## config.mk

```make
export PLATFORM = sky130hd
export DESIGN_NAME = imm_gen_pipe
export DESIGN_NICKNAME = d
export VERILOG_FILES = /design/src/rtl/imm_gen_pkg.sv /design/src/rtl/imm_decode.sv /design/src/rtl/imm_gen_pipe.sv
export SDC_FILE = /design/constraint.sdc
export NUM_CORES = 1
export LEC_CHECK = 0
export ABC_AREA = 1
export BUFFER_PORTS_ARGS = -buffer_cell sky130_fd_sc_hd__buf_4
export CAP_MARGIN = 20
export CELL_PAD_IN_SITES_DETAIL_PLACEMENT = 1
export CELL_PAD_IN_SITES_GLOBAL_PLACEMENT = 1
export CORE_MARGIN = 10
export CORE_UTILIZATION = 44
export DETAILED_ROUTE_END_ITERATION = 10
export HOLD_SLACK_MARGIN = 0.12
export PLACE_DENSITY = 0.95
export SYNTH_ARGS = -nofsm -noshare
export SYNTH_HDL_FRONTEND = slang
export SYNTH_HIERARCHICAL = 1
export SYNTH_SLANG_ARGS = --single-unit
```

## constraint.sdc

```tcl
create_clock -name clk -period 3.4 [get_ports clk]
set_clock_uncertainty 0.1 [all_clocks]
set_input_delay 0 -clock clk [delete_from_list [all_inputs] [get_ports clk]]
set_output_delay 0 -clock clk [all_outputs]
set_load 0.01 [all_outputs]
```

## src/rtl/imm_gen_pkg.sv

```systemverilog
// Shared types and opcode constants for the registered immediate generator.
// Optional CSR-immediate (fmt Z) decoding is enabled with IMM_GEN_ZICSR_EN.
package imm_gen_pkg;

  typedef enum logic [2:0] {
    FMT_NONE = 3'd0,
    FMT_I    = 3'd1,
    FMT_S    = 3'd2,
    FMT_B    = 3'd3,
    FMT_U    = 3'd4,
    FMT_J    = 3'd5,
    FMT_Z    = 3'd6
  } imm_fmt_t;

  // Encoding is {main_valid, skid_valid}
  typedef enum logic [1:0] {
    ST_EMPTY = 2'b00,
    ST_ONE   = 2'b10,
    ST_FULL  = 2'b11
  } skid_state_t;

  localparam logic [6:0] OP_IMM   = 7'b0010011;
  localparam logic [6:0] LOAD     = 7'b0000011;
  localparam logic [6:0] JALR     = 7'b1100111;
  localparam logic [6:0] STORE    = 7'b0100011;
  localparam logic [6:0] BRANCH   = 7'b1100011;
  localparam logic [6:0] LUI      = 7'b0110111;
  localparam logic [6:0] AUIPC    = 7'b0010111;
  localparam logic [6:0] JAL      = 7'b1101111;
  localparam logic [6:0] OP       = 7'b0110011;
  localparam logic [6:0] MISC_MEM = 7'b0001111;
  localparam logic [6:0] SYSTEM   = 7'b1110011;

endpackage

```

## src/rtl/imm_decode.sv

```systemverilog
// Combinational RV32I immediate decoder: instr -> XLEN immediate, format, illegal flag.
// IMM_GEN_ZICSR_EN adds zero-extended CSR immediates (fmt Z) for SYSTEM with funct3[2]=1.
module imm_decode
  import imm_gen_pkg::*;
#(
  parameter int unsigned XLEN = 32
) (
  input  logic [31:0]     instr,
  output logic [XLEN-1:0] imm,
  output imm_fmt_t        fmt,
  output logic            illegal
);

  logic signed [31:0] imm32;

  always_comb begin
    imm32   = '0;
    fmt     = FMT_NONE;
    illegal = 1'b0;
    if (instr[1:0] != 2'b11) begin
      illegal = 1'b1;
    end else begin
      case (instr[6:0])
        OP_IMM, LOAD, JALR: begin
          imm32 = {{20{instr[31]}}, instr[31:20]};
          fmt   = FMT_I;
        end
        STORE: begin
          imm32 = {{20{instr[31]}}, instr[31:25], instr[11:7]};
          fmt   = FMT_S;
        end
        BRANCH: begin
          imm32 = {{19{instr[31]}}, instr[31], instr[7], instr[30:25], instr[11:8], 1'b0};
          fmt   = FMT_B;
        end
        LUI, AUIPC: begin
          imm32 = {instr[31:12], 12'b0};
          fmt   = FMT_U;
        end
        JAL: begin
          imm32 = {{11{instr[31]}}, instr[31], instr[19:12], instr[20], instr[30:21], 1'b0};
          fmt   = FMT_J;
        end
        OP, MISC_MEM: ;
`ifdef IMM_GEN_ZICSR_EN
        SYSTEM: begin
          if (instr[14]) begin
            imm32 = {27'b0, instr[19:15]};
            fmt   = FMT_Z;
          end
        end
`else
        SYSTEM: illegal = 1'b1;
`endif
        default: illegal = 1'b1;
      endcase
    end
  end

  // Signed 32-bit intermediate: the width cast sign-extends for XLEN=64
  assign imm = XLEN'(imm32);

endmodule

```

## src/rtl/imm_gen_pipe.sv

```systemverilog
// Registered immediate generator with valid/ready handshake and 2-entry skid buffer.
// Optional CSR-immediate decoding is enabled with IMM_GEN_ZICSR_EN (see imm_decode).
module imm_gen_pipe
  import imm_gen_pkg::*;
#(
  parameter int unsigned XLEN  = 32,
  parameter int unsigned TAG_W = 5
) (
  input  logic             clk,
  input  logic             n_rst,
  input  logic             flush,
  input  logic             in_valid,
  output logic             in_ready,
  input  logic [31:0]      in_instr,
  input  logic [TAG_W-1:0] in_tag,
  output logic             out_valid,
  input  logic             out_ready,
  output logic [XLEN-1:0]  out_imm,
  output imm_fmt_t         out_fmt,
  output logic [TAG_W-1:0] out_tag,
  output logic             out_illegal
);

  logic [XLEN-1:0]  dec_imm;
  imm_fmt_t         dec_fmt;
  logic             dec_illegal;

  logic [XLEN-1:0]  skid_imm;
  imm_fmt_t         skid_fmt;
  logic [TAG_W-1:0] skid_tag;
  logic             skid_illegal;

  skid_state_t state, state_nxt;
  logic accept, retire;
  logic load_main_in, load_main_skid, load_skid;

  imm_decode #(.XLEN(XLEN)) u_decode (
    .instr   (in_instr),
    .imm     (dec_imm),
    .fmt     (dec_fmt),
    .illegal (dec_illegal)
  );

  // Handshake flags come straight from the state flops
  assign out_valid = state[1];
  assign in_ready  = ~state[0];
  assign accept    = in_valid & in_ready;
  assign retire    = out_valid & out_ready;

  always_ff @(posedge clk or negedge n_rst) begin
    if (!n_rst) state <= ST_EMPTY;
    else        state <= state_nxt;
  end

  always_comb begin
    state_nxt      = state;
    load_main_in   = 1'b0;
    load_main_skid = 1'b0;
    load_skid      = 1'b0;
    case (state)
      ST_EMPTY: begin
        if (accept) begin
          state_nxt    = ST_ONE;
          load_main_in = 1'b1;
        end
      end
      ST_ONE: begin
        if (accept && retire) begin
          load_main_in = 1'b1;
        end else if (accept) begin
          state_nxt = ST_FULL;
          load_skid = 1'b1;
        end else if (retire) begin
          state_nxt = ST_EMPTY;
        end
      end
      ST_FULL: begin
        if (retire) begin
          state_nxt      = ST_ONE;
          load_main_skid = 1'b1;
        end
      end
      default: state_nxt = ST_EMPTY;
    endcase
    // Flush wins over any same-cycle accept or retire
    if (flush) begin
      state_nxt      = ST_EMPTY;
      load_main_in   = 1'b0;
      load_main_skid = 1'b0;
      load_skid      = 1'b0;
    end
  end

  always_ff @(posedge clk or negedge n_rst) begin
    if (!n_rst) begin
      out_imm     <= '0;
      out_fmt     <= FMT_NONE;
      out_tag     <= '0;
      out_illegal <= 1'b0;
    end else if (load_main_in) begin
      out_imm     <= dec_imm;
      out_fmt     <= dec_fmt;
      out_tag     <= in_tag;
      out_illegal <= dec_illegal;
    end else if (load_main_skid) begin
      out_imm     <= skid_imm;
      out_fmt     <= skid_fmt;
      out_tag     <= skid_tag;
      out_illegal <= skid_illegal;
    end
  end

  always_ff @(posedge clk or negedge n_rst) begin
    if (!n_rst) begin
      skid_imm     <= '0;
      skid_fmt     <= FMT_NONE;
      skid_tag     <= '0;
      skid_illegal <= 1'b0;
    end else if (load_skid) begin
      skid_imm     <= dec_imm;
      skid_fmt     <= dec_fmt;
      skid_tag     <= in_tag;
      skid_illegal <= dec_illegal;
    end
  end

endmodule
```

==> key figures, run 1 <==
Run status
  – Status: finished, final reports clean

STA
  – Post-layout min period: 2.48 ns
  – Final count of pins violating max slew: 0
  – Period utilisation layout: 73.1%
  – Final setup fails: 0
  – Post-route setup TNS: 0 ns
  – Worst-margin pin slew: 0.999 ns
  – Headroom to the max-slew limit: 33.2%
  – RSZ-0062 raised after global routing: no
  – Final hold vios: 0
  – Hold slack: 0.137 ns
  – Fmax: 402 MHz

Placed design
  – GPL Wtd Cong: 0.909
  – Input/output buffers: 84
  – Post-DP HPWL: 10600 microns

Setup path
  – Worst endpoint required time: 3.56 ns
  – Worst path arrival time: 2.64 ns
  – Crit Path Max Fanout: 55
  – CP Capture Type: flip-flop
  – Crit path from: state[0]
  – Worst R2R Start: state[0]
  – CP Launch Type: flip-flop
  – Critical path class: reg2reg

Clocking
  – CTS tree: built
  – CTS Buffer Depth: 2
  – Clock Sinks: 84
  – Num CTS Buffers: 9
  – Root buffer cell: clkbuf_8
  – H-tree Lvls: 3
  – Worst-Skew Late Latency: 0.38 ns
  – Reg clk slew, reported paths: 0.08 ns

Final layout
  – ANT cells: 0
  – Final layout net count: 799
  – P&R area growth vs syn: 24.9%
  – Area of the multi-input gates: 2250 sq um
  – Commonest non-fill, non-tap cell in the layout: nand3_1
  – # fillers: 1356
  – Most frequent cells in the layout: 190 x nand3_1, 183 x nand2_1, 90 x buf_4
  – Share of layout cells above drive strength 1: 18.7%
  – Final core utilization: 55.9%
  – FF/Latch Area: 2100 sq um

Yosys
  – Mapped cell area: 4830 sq um
  – Synth Area in Adders: 1.04%
  – Post-synthesis xor/xnor area fraction: 0%
  – Mux cell area share after synthesis: 0%
  – Syn nets: 700
  – Post-Syn Instances: 654
  – Sequential fraction of the synthesis area: 43.5%
  – Post-synthesis cell type count: 22
  – Simple-Gate Fraction of Synth Area: 41.2%
  – Synth Area in Compound Gates: 4.45%
  – Post-synth EDFFs: 0
  – Largest family of logic cells by synthesized area: simple AND/OR/NAND/NOR gates
  – Main synth FF type: dfrtp_1
  – Synth warnings: 6
  – Asr flop ratio synth: 100%
  – Post-synthesis average cell area: 7.39 sq um
  – #FFs+latches synth: 84

Floorplan
  – Rows: 38
  – Width of the die: 125 microns
  – Die area: 15600 sq um
  – Height of the die: 125 microns
  – Starting density of the core: 44.8%
  – Core Region: 10800 sq um
  – Ports: 85

Global route
  – Pin count of the biggest net entering global routing: 85
  – Gr usage total: 21.4%
  – Total grt overflow: 0
  – Initial antenna violation count: 0
  – Number of global-route vias before repair: 5471
  – Global-route wire length before repair: 27800 microns

Drt
  – Post-DRT Antenna Nets: 0
  – Initial DRC count: 313
  – Via/cell ratio: 5.63
  – DRC: 0
  – Vias: 5058
  – Router iterations before antenna repair: 5
  – DR WL/cell: 18.6 microns
  – WL final: 16700 microns

Worst hold path
  – Type of the tightest min-delay check: in2reg
  – Hold Startpoint: in_instr[6]

Pwr
  – P_leak: 3.13 nW
  – Peak VDD IR: 0.339 mV
  – P per Cell Area: 646 nW/um^2
  – Total power: 3.90 mW

Job
  – Max Cap Viol: 0
==> metal layers <==
| metal | vias up | GRT usage (%) | routed length (microns) |
|---|---|---|---|
| met3 | 36 | 3.74 | 747 |
| met5 | - | 0 | 0 |
| met2 | 156 | 37.4 | 8660 |
| li1 | 2327 | - | - |
| met4 | 0 | 9.87 | 418 |
| met1 | 2539 | 24.7 | 6900 |
==> worst max-delay path, stage by stage, from the launching register on <==
cell	delay, ns
dfrtp_1	0.46
inv_2	0.12
ha_1	0.22
nand3_2	0.11
nor2_2	0.16
nand2_2	0.59
buf_4	0.44
nand2_1	0.08
o21ai_1	0.07
==> final timing paths <==
check | slack, ns | to | cells past startpoint
min in group asynchronous | 0.59 | out_imm[13] | 3
worst min-delay path | 0.14 | skid_fmt[0] | 7
max in group asynchronous | 1.97 | skid_imm[0] | 4
worst max register to register | 0.92 | skid_tag[3] | 8
worst min register to register | 0.40 | skid_tag[2] | 2
worst max-delay path | 0.92 | skid_tag[3] | 8
==> through the flow <==
stage / instance area (sq um) / cells / setup slack [ns]
finish: 6040 / 898 / 0.915
global route: 6040 / 898 / 0.704
global placement: 5420 / 840 / 1.12
CTS: 6010 / 896 / 0.917
floorplan: 4830 / 654 / 1.81
detailed placement: 5420 / 840 / 0.953
==> repair_timing <==
action / 4_1_cts / 5_1_grt
setup buffers: 0 / 0
gates resized for setup: 0 / 0
setup endpoints to repair: 0 / 0
hold buffers: 40 / 1
hold endpoints to repair: 158 / 4
==> where the power goes <==
group	switching, mW	internal (mW)
combinational	0.933	0.689
clock	0.381	0.339
sequential	0.215	1.34
==> flip-flops by register name, indices dropped and copies added, names as in the netlist <==
| signal | cells |
|---|---|
| skid_tag | 5 |
| skid_illegal | 1 |
| skid_fmt | 3 |
| skid_imm | 32 |
| out_illegal | 1 |
| state | 2 |
| out_imm | 32 |
| out_fmt | 3 |
| out_tag | 5 |
==> cell families after synthesis <==
| logic type | after synthesis |
|---|---|
| adders and majority gates | 4 |
| and+or+nand+nor | 422 |
| DFF | 84 |
| buffers and inverters | 101 |
| AOI/OAI and AO/OA | 43 |
==> synthesized netlist by cell type (6+ instances only) <==
| library cell | instances | area share, % |
|---|---|---|
| buf_2 | 28 | 2.9 |
| nand3_1 | 190 | 20 |
| o21ai_1 | 40 | 4.1 |
| inv_1 | 52 | 4.0 |
| buf_6 | 6 | 1.4 |
| nand2_2 | 8 | 1.0 |
| nor2_1 | 14 | 1.1 |
| nand3_2 | 13 | 2.7 |
| dfrtp_1 | 84 | 44 |
| nand2_1 | 183 | 14 |
==> final cells by class <==
class	instances	share of cell area, %
multi-input cells	469	37.3
clock inverters	4	0.829
clock buffers	12	2.24
inverters	57	3.54
flip-flops and latches	84	34.8
repair buffers	132	18.3
well taps	140	2.90
Note: power is estimated with default switching activity, not from simulation.
==> run 2, diff against run 1 <==
- CORE_UTILIZATION: 44 -> 41
- PLACE_DENSITY: 0.95 -> 0.92
- clock period: 3.4 -> 2.5 ns (I/O delays scaled with it)
==> run 2 against run 1 <==
  * Power grew 47%
  * Setup slack worse by 0.65 ns
  * Final cell count is 0.78% higher
  * Utilization down 1.7 points
  * Die area up 6.1%
  * Via count fell by 1.5%
  * Highest routed layer unchanged
==> key figures, run 2 (synthesized netlist as in run 1, its figures left out) <==
Run status
  – Status: finished, final reports clean

Setup path
  – Top delay family on crit path: simple AND/OR/NAND/NOR gates
  – Critical path class: reg2reg
  – CP max-delay cell: dfrtp_1
  – Crit path buf inv count: 1 (-1)
  – CP Capture Type: flip-flop
  – Flop-to-flop setup slack: 0.26 ns (-0.65 ns)
  – Worst endpoint required time: 2.63 ns (-0.93 ns)
  – CP Launch Type: flip-flop
  – Worst path cell trace: inv_2 -> ha_1 -> nand2_1 -> nand2_4 -> nand2_4 -> nand3_1 -> nand2_1
  – Worst path arrival time: 2.37 ns (-0.27 ns)
  – CP peak stage delay: 0.46 ns (-0.13 ns)
  – Crit Path Max Fanout: 41 (-25%)

STA
  – Hold slack: 0.134 ns (-0.00254 ns)
  – Final count of pins violating max slew: 0 (unchanged)
  – RSZ-0062 raised after global routing: no
  – Fmax: 447 MHz (+11%)
  – Post-route setup TNS: 0 ns (unchanged)
  – Post-layout min period: 2.24 ns (-0.249 ns)
  – Headroom to the max-slew limit: 47.3% (+14 points)
  – Final hold vios: 0 (unchanged)
  – Post-route setup slack: 0.264 ns (-0.651 ns)
  – Final setup fails: 0 (unchanged)
  – Worst-margin pin slew: 0.790 ns (-0.208 ns)
  – Period utilisation layout: 89.4% (+16 points)

Floorplan
  – Rows: 39 (+2.6%)
  – Die area: 16500 sq um (+6.1%)
  – Ports: 85 (unchanged)
  – Starting density of the core: 42.1% (-2.6 points)
  – Core Region: 11500 sq um (+6.2%)
  – Height of the die: 129 microns (+3.0%)
  – Width of the die: 129 microns (+3.0%)

Global route
  – Initial antenna violation count: 0 (unchanged)
  – Global-route wire length before repair: 27800 microns (-0.22%)
  – Gr usage total: 20.5% (-0.86 points)
  – Number of global-route vias before repair: 5447 (-0.44%)
  – Total grt overflow: 0 (unchanged)
  – Pin count of the biggest net entering global routing: 59 (-31%)

Drt
  – Router iterations before antenna repair: 4 (-1)
  – WL final: 16600 microns (-0.69%)
  – Post-DRT Antenna Nets: 0 (unchanged)
  – Vias: 4984 (-1.5%)
  – Initial DRC count: 277 (-12%)
  – Via/cell ratio: 5.51 (-2.2%)
  – DRC: 0 (unchanged)
  – DR WL/cell: 18.4 microns (-1.5%)

Clocking
  – CTS tree: built
  – Root buffer cell: clkbuf_16
  – CTS Buffer Depth: 2 (unchanged)
  – # Post-CTS Setup Buffers: 0 (unchanged)
  – Num CTS Buffers: 9 (unchanged)
  – Clock Sinks: 84 (unchanged)
  – Reg clk slew, reported paths: 0.06 ns (-0.02 ns)
  – H-tree Lvls: 3 (unchanged)
  – Worst-Skew Late Latency: 0.35 ns (-0.03 ns)

Final layout
  – ANT cells: 0 (unchanged)
  – Commonest non-fill, non-tap cell in the layout: nand3_1
  – Most frequent cells in the layout: 190 x nand3_1, 183 x nand2_1, 93 x buf_4
  – P&R area growth vs syn: 28.8%
  – Biggest regs: out_imm x32, skid_imm x32
  – # fillers: 1403 (+3.5%)
  – Share of layout cells above drive strength 1: 19.7% (+0.95 points)
  – Final layout net count: 803 (+0.50%)

Pwr
  – Total power: 5.74 mW (+47%)
  – P per Cell Area: 923 nW/um^2 (+43%)
  – Peak VDD IR: 0.464 mV (+37%)
  – P_leak: 3.23 nW (+3.2%)

Placed design
  – Input/output buffers: 84 (unchanged)
  – Place WS: 0.340 ns (-0.613 ns)
  – GPL Wtd Cong: 0.858 (-5.6%)
  – Post-DP HPWL: 11100 microns (+5.3%)

Job
  – Max Cap Viol: 0 (unchanged)

Worst hold path
  – Type of the tightest min-delay check: in2reg
run 2: changes by cell type in the layout (fill, tap and decap cells not counted):
cell,delta
clkinvlp_4,-1
dlygate4sd3_1,-2
clkbuf_8,-7
buf_4,+3
buf_12,+3
clkbuf_16,+9
clkbuf_1,-2
clkinv_2,+1
run 2: layout make-up:
cell class	count	area (sq um)	share of cell area (%)
clock inverters	4	47.5	0.764
inverters	57	214	3.44
clock buffers	12	256	4.12
well taps	143	179	2.88
repair buffers	136	1170	18.8
multi-input cells	469	2250	36.2
flip-flops and latches	84	2100	33.8
run 2: timing repair:
item                                   4_1_cts  5_1_grt
resized for setup                            0        0
endpoints found under the hold margin      126        0
hold buffers                                39        0
run 2: worst reg2reg max path: cells and delay by family, from the launching register on:
kind                       cells  cell delay, ns
and+or+nand+nor                5            1.19
DFF                            1            0.46
adders and majority gates      1            0.24
buffers and inverters          1            0.13
run 2: stage by stage:
step / cell area (sq um) / cells / util [%]
floorplan: 4830 / 654 / -
global placement: 5530 / 850 / 48.2
global route: 6220 / 905 / 54.2
detailed placement: 5530 / 850 / 48.2
CTS: 6220 / 905 / 54.2
finish: 6220 / 905 / 54.2
run 2: path summary, 6_finish.rpt:
check / startpoint / to / cells past startpoint
max in group asynchronous: n_rst / out_imm[17] / 3
min reg2reg: skid_tag[2] / skid_tag[2] / 2
min: in_instr[31] / skid_imm[30] / 5
max reg2reg: state[0] / out_imm[4] / 7
min in group asynchronous: n_rst / out_imm[14] / 2
max: state[0] / out_imm[4] / 7
run 2: metal layers:
layer	up-vias	wire, microns	global-route usage [%]
li1	2336	-	-
met1	2507	6680	24.3
met2	113	8780	35.9
met3	28	762	3.78
met4	0	386	8.12
met5	-	0	0
run 2: where the power goes:
part	internal, mW	switching (mW)
Clock	0.825	0.547
Combinational	0.962	1.28
Sequential	1.83	0.299
Total	3.61	2.13
==> run 3, diff against run 2 <==
- CTS_BUF_LIST: not set -> sky130_fd_sc_hd__clkbuf_16
==> run 3 against run 2 <==
  * Via count increased by 0.42%
  * Critical path depth is the same
  * Non-clock buffer count down 1
  * Global-route usage down 0.16 points
  * Register-to-register slack better by 0.04 ns
  * First-iteration DRC count down 2.2%
  * Routed wire length fell by 1.3%
  * Utilization fell by 0.26 points
  * Die area is the same
  * Combinational power about the same
  * Critical endpoint is now out_fmt[0]
==> key figures, run 3 (synthesized netlist as in run 1, its figures left out) <==
Final layout
  – Final layout net count: 802 (-0.12%)
  – Layout Cells excl Fill: 904 (-0.11%)
  – Most frequent cells in the layout: 190 x nand3_1, 183 x nand2_1, 93 x buf_4
  – P&R area growth vs syn: 28.2%
  – Design area: 6190 sq um (-0.48%)
  – ANT cells: 0 (unchanged)
  – Final core utilization: 54.0% (-0.26 points)
  – Biggest regs: out_imm x32, skid_imm x32
  – Share of layout cells above drive strength 1: 19.4% (-0.24 points)
  – Commonest non-fill, non-tap cell in the layout: nand3_1

STA
  – Fmax: 456 MHz (+1.9%)
  – Post-route setup TNS: 0 ns (unchanged)
  – Final count of pins violating max slew: 0 (unchanged)
  – Period utilisation layout: 87.8% (-1.6 points)
  – RSZ-0062 raised after global routing: no
  – Post-route setup slack: 0.305 ns (+0.0407 ns)
  – Final setup fails: 0 (unchanged)
  – Worst-margin pin slew: 0.777 ns (-0.0127 ns)
  – Headroom to the max-slew limit: 48.2% (+0.85 points)
  – Post-layout min period: 2.20 ns (-0.0407 ns)
  – Hold slack: 0.135 ns (+0.000855 ns)
  – Final hold vios: 0 (unchanged)

Global route
  – Number of global-route vias before repair: 5435 (-0.22%)
  – Total grt overflow: 0 (unchanged)
  – Global-route wire length before repair: 27600 microns (-0.67%)
  – Gr usage total: 20.3% (-0.16 points)
  – Pin count of the biggest net entering global routing: 59 (unchanged)
  – Initial antenna violation count: 0 (unchanged)

Clocking
  – CTS Buffer Depth: 2 (unchanged)
  – Clock Sinks: 84 (unchanged)
  – Resized cells post-CTS: 0 (unchanged)
  – H-tree Lvls: 3 (unchanged)
  – Num CTS Buffers: 9 (unchanged)
  – CTS tree: built
  – Root buffer cell: clkbuf_16
  – Reg clk slew, reported paths: 0.06 ns (about the same)
  – Worst-Skew Late Latency: 0.34 ns (about the same)

Floorplan
  – Height of the die: 129 microns (unchanged)
  – Width of the die: 129 microns (unchanged)
  – Die area: 16500 sq um (unchanged)
  – Rows: 39 (unchanged)
  – Ports: 85 (unchanged)
  – Starting density of the core: 42.1% (unchanged)
  – Core Region: 11500 sq um (unchanged)

Placed design
  – Dpl cells: 850 (unchanged)
  – Post-DP HPWL: 11100 microns (unchanged)
  – Input/output buffers: 84 (unchanged)
  – GPL Wtd Cong: 0.858 (unchanged)
  – Place WS: 0.340 ns (unchanged)
  – Placed Area: 5530 sq um (unchanged)

Pwr
  – P_leak: 3.22 nW (-0.35%)
  – P per Cell Area: 913 nW/um^2 (-1.1%)
  – Total power: 5.65 mW (-1.5%)
  – Peak VDD IR: 0.464 mV (about the same)

Setup path
  – FF-to-FF path depth: 7 (unchanged)
  – Worst path arrival time: 2.32 ns (-0.05 ns)
  – Crit Path Max Fanout: 41 (unchanged)
  – CP Launch Type: flip-flop
  – Flop-to-flop setup slack: 0.30 ns (+0.04 ns)
  – R2R Path End: out_fmt[0]
  – Worst R2R Start: state[0]
  – Worst endpoint required time: 2.62 ns (about the same)
  – Critical path class: reg2reg
  – CP Capture Type: flip-flop

Drt
  – Via/cell ratio: 5.54 (+0.53%)
  – Initial DRC count: 271 (-2.2%)
  – Post-DRT Antenna Nets: 0 (unchanged)
  – Vias: 5005 (+0.42%)
  – DRC: 0 (unchanged)
  – Router iterations before antenna repair: 4 (unchanged)
  – WL final: 16400 microns (-1.3%)
  – DR WL/cell: 18.1 microns (-1.2%)

Worst hold path
  – Hold Crit Depth: 5 (unchanged)
  – Type of the tightest min-delay check: in2reg
  – Hold endpoint: skid_imm[24]
  – Hold Startpoint: in_instr[31]

Job
  – Max Cap Viol: 0 (unchanged)

Run status
  – Status: finished, final reports clean
==> run 3: cell types whose count changed in the layout (fill, tap and decap cells not counted) <==
cell,previous run,this run
clkbuf_1,1,0
clkbuf_8,2,0
clkinv_1,0,2
dlygate4sd3_1,39,38
inv_1,52,53
==> run 3: area by class of cell <==
type / instances / area [sq um]
clock buffers: 9 / 225
clock inverters: 7 / 58.8
fillers: 1411 / 5280
inverters: 57 / 214
multi-input cells: 469 / 2250
flip-flops and latches: 84 / 2100
well taps: 143 / 179
repair buffers: 135 / 1160
==> run 3: routing by layer <==
layer  track usage, %  part of all wire (%)  vias to the layer above  routed length, microns
met3             4.11                   4.9                       27                     806
met1             23.8                    41                     2493                    6680
met5                0                     0                        -                       0
li1                 -                     -                     2331                       -
met4             7.73                   2.3                        0                     376
met2             35.9                    52                      154                    8520
==> run 3: repair_timing <==
item,CTS,global route
hold endpoints to repair,127,0
buffers inserted,0,0
hold buffers,38,0
setup endpoints to repair,0,0
==> run 3: how the worst max path moves through the flow <==
stage                       end  depth (start not counted)  slack [ns]      from
floorplan           skid_fmt[0]                          8        0.91  state[0]
global placement     out_tag[0]                          8        0.55  state[1]
detailed placement   out_tag[1]                          7        0.34  state[0]
CTS                  out_fmt[0]                          7        0.32  state[0]
global route        out_imm[30]                          7        0.15  state[0]
finish               out_fmt[0]                          7        0.30  state[0]
==> run 3: power by group <==
part | switching (mW) | internal (mW) | total [mW] | leakage [nW]
logic | 1.27 | 0.961 | 2.23 | 2.01
registers | 0.296 | 1.83 | 2.12 | 1.07
clock network | 0.538 | 0.760 | 1.30 | 0.141
total | 2.11 | 3.55 | 5.65 | 3.22
==> run 3: worst max-delay path, cell delays in order (launching register included) <==
cell and delay [ns]:
dfrtp_1 0.46, inv_2 0.13, ha_1 0.23, nand2_1 0.14, nand2_4 0.35, nand2_4 0.36
nand3_1 0.18, nand2_1 0.09
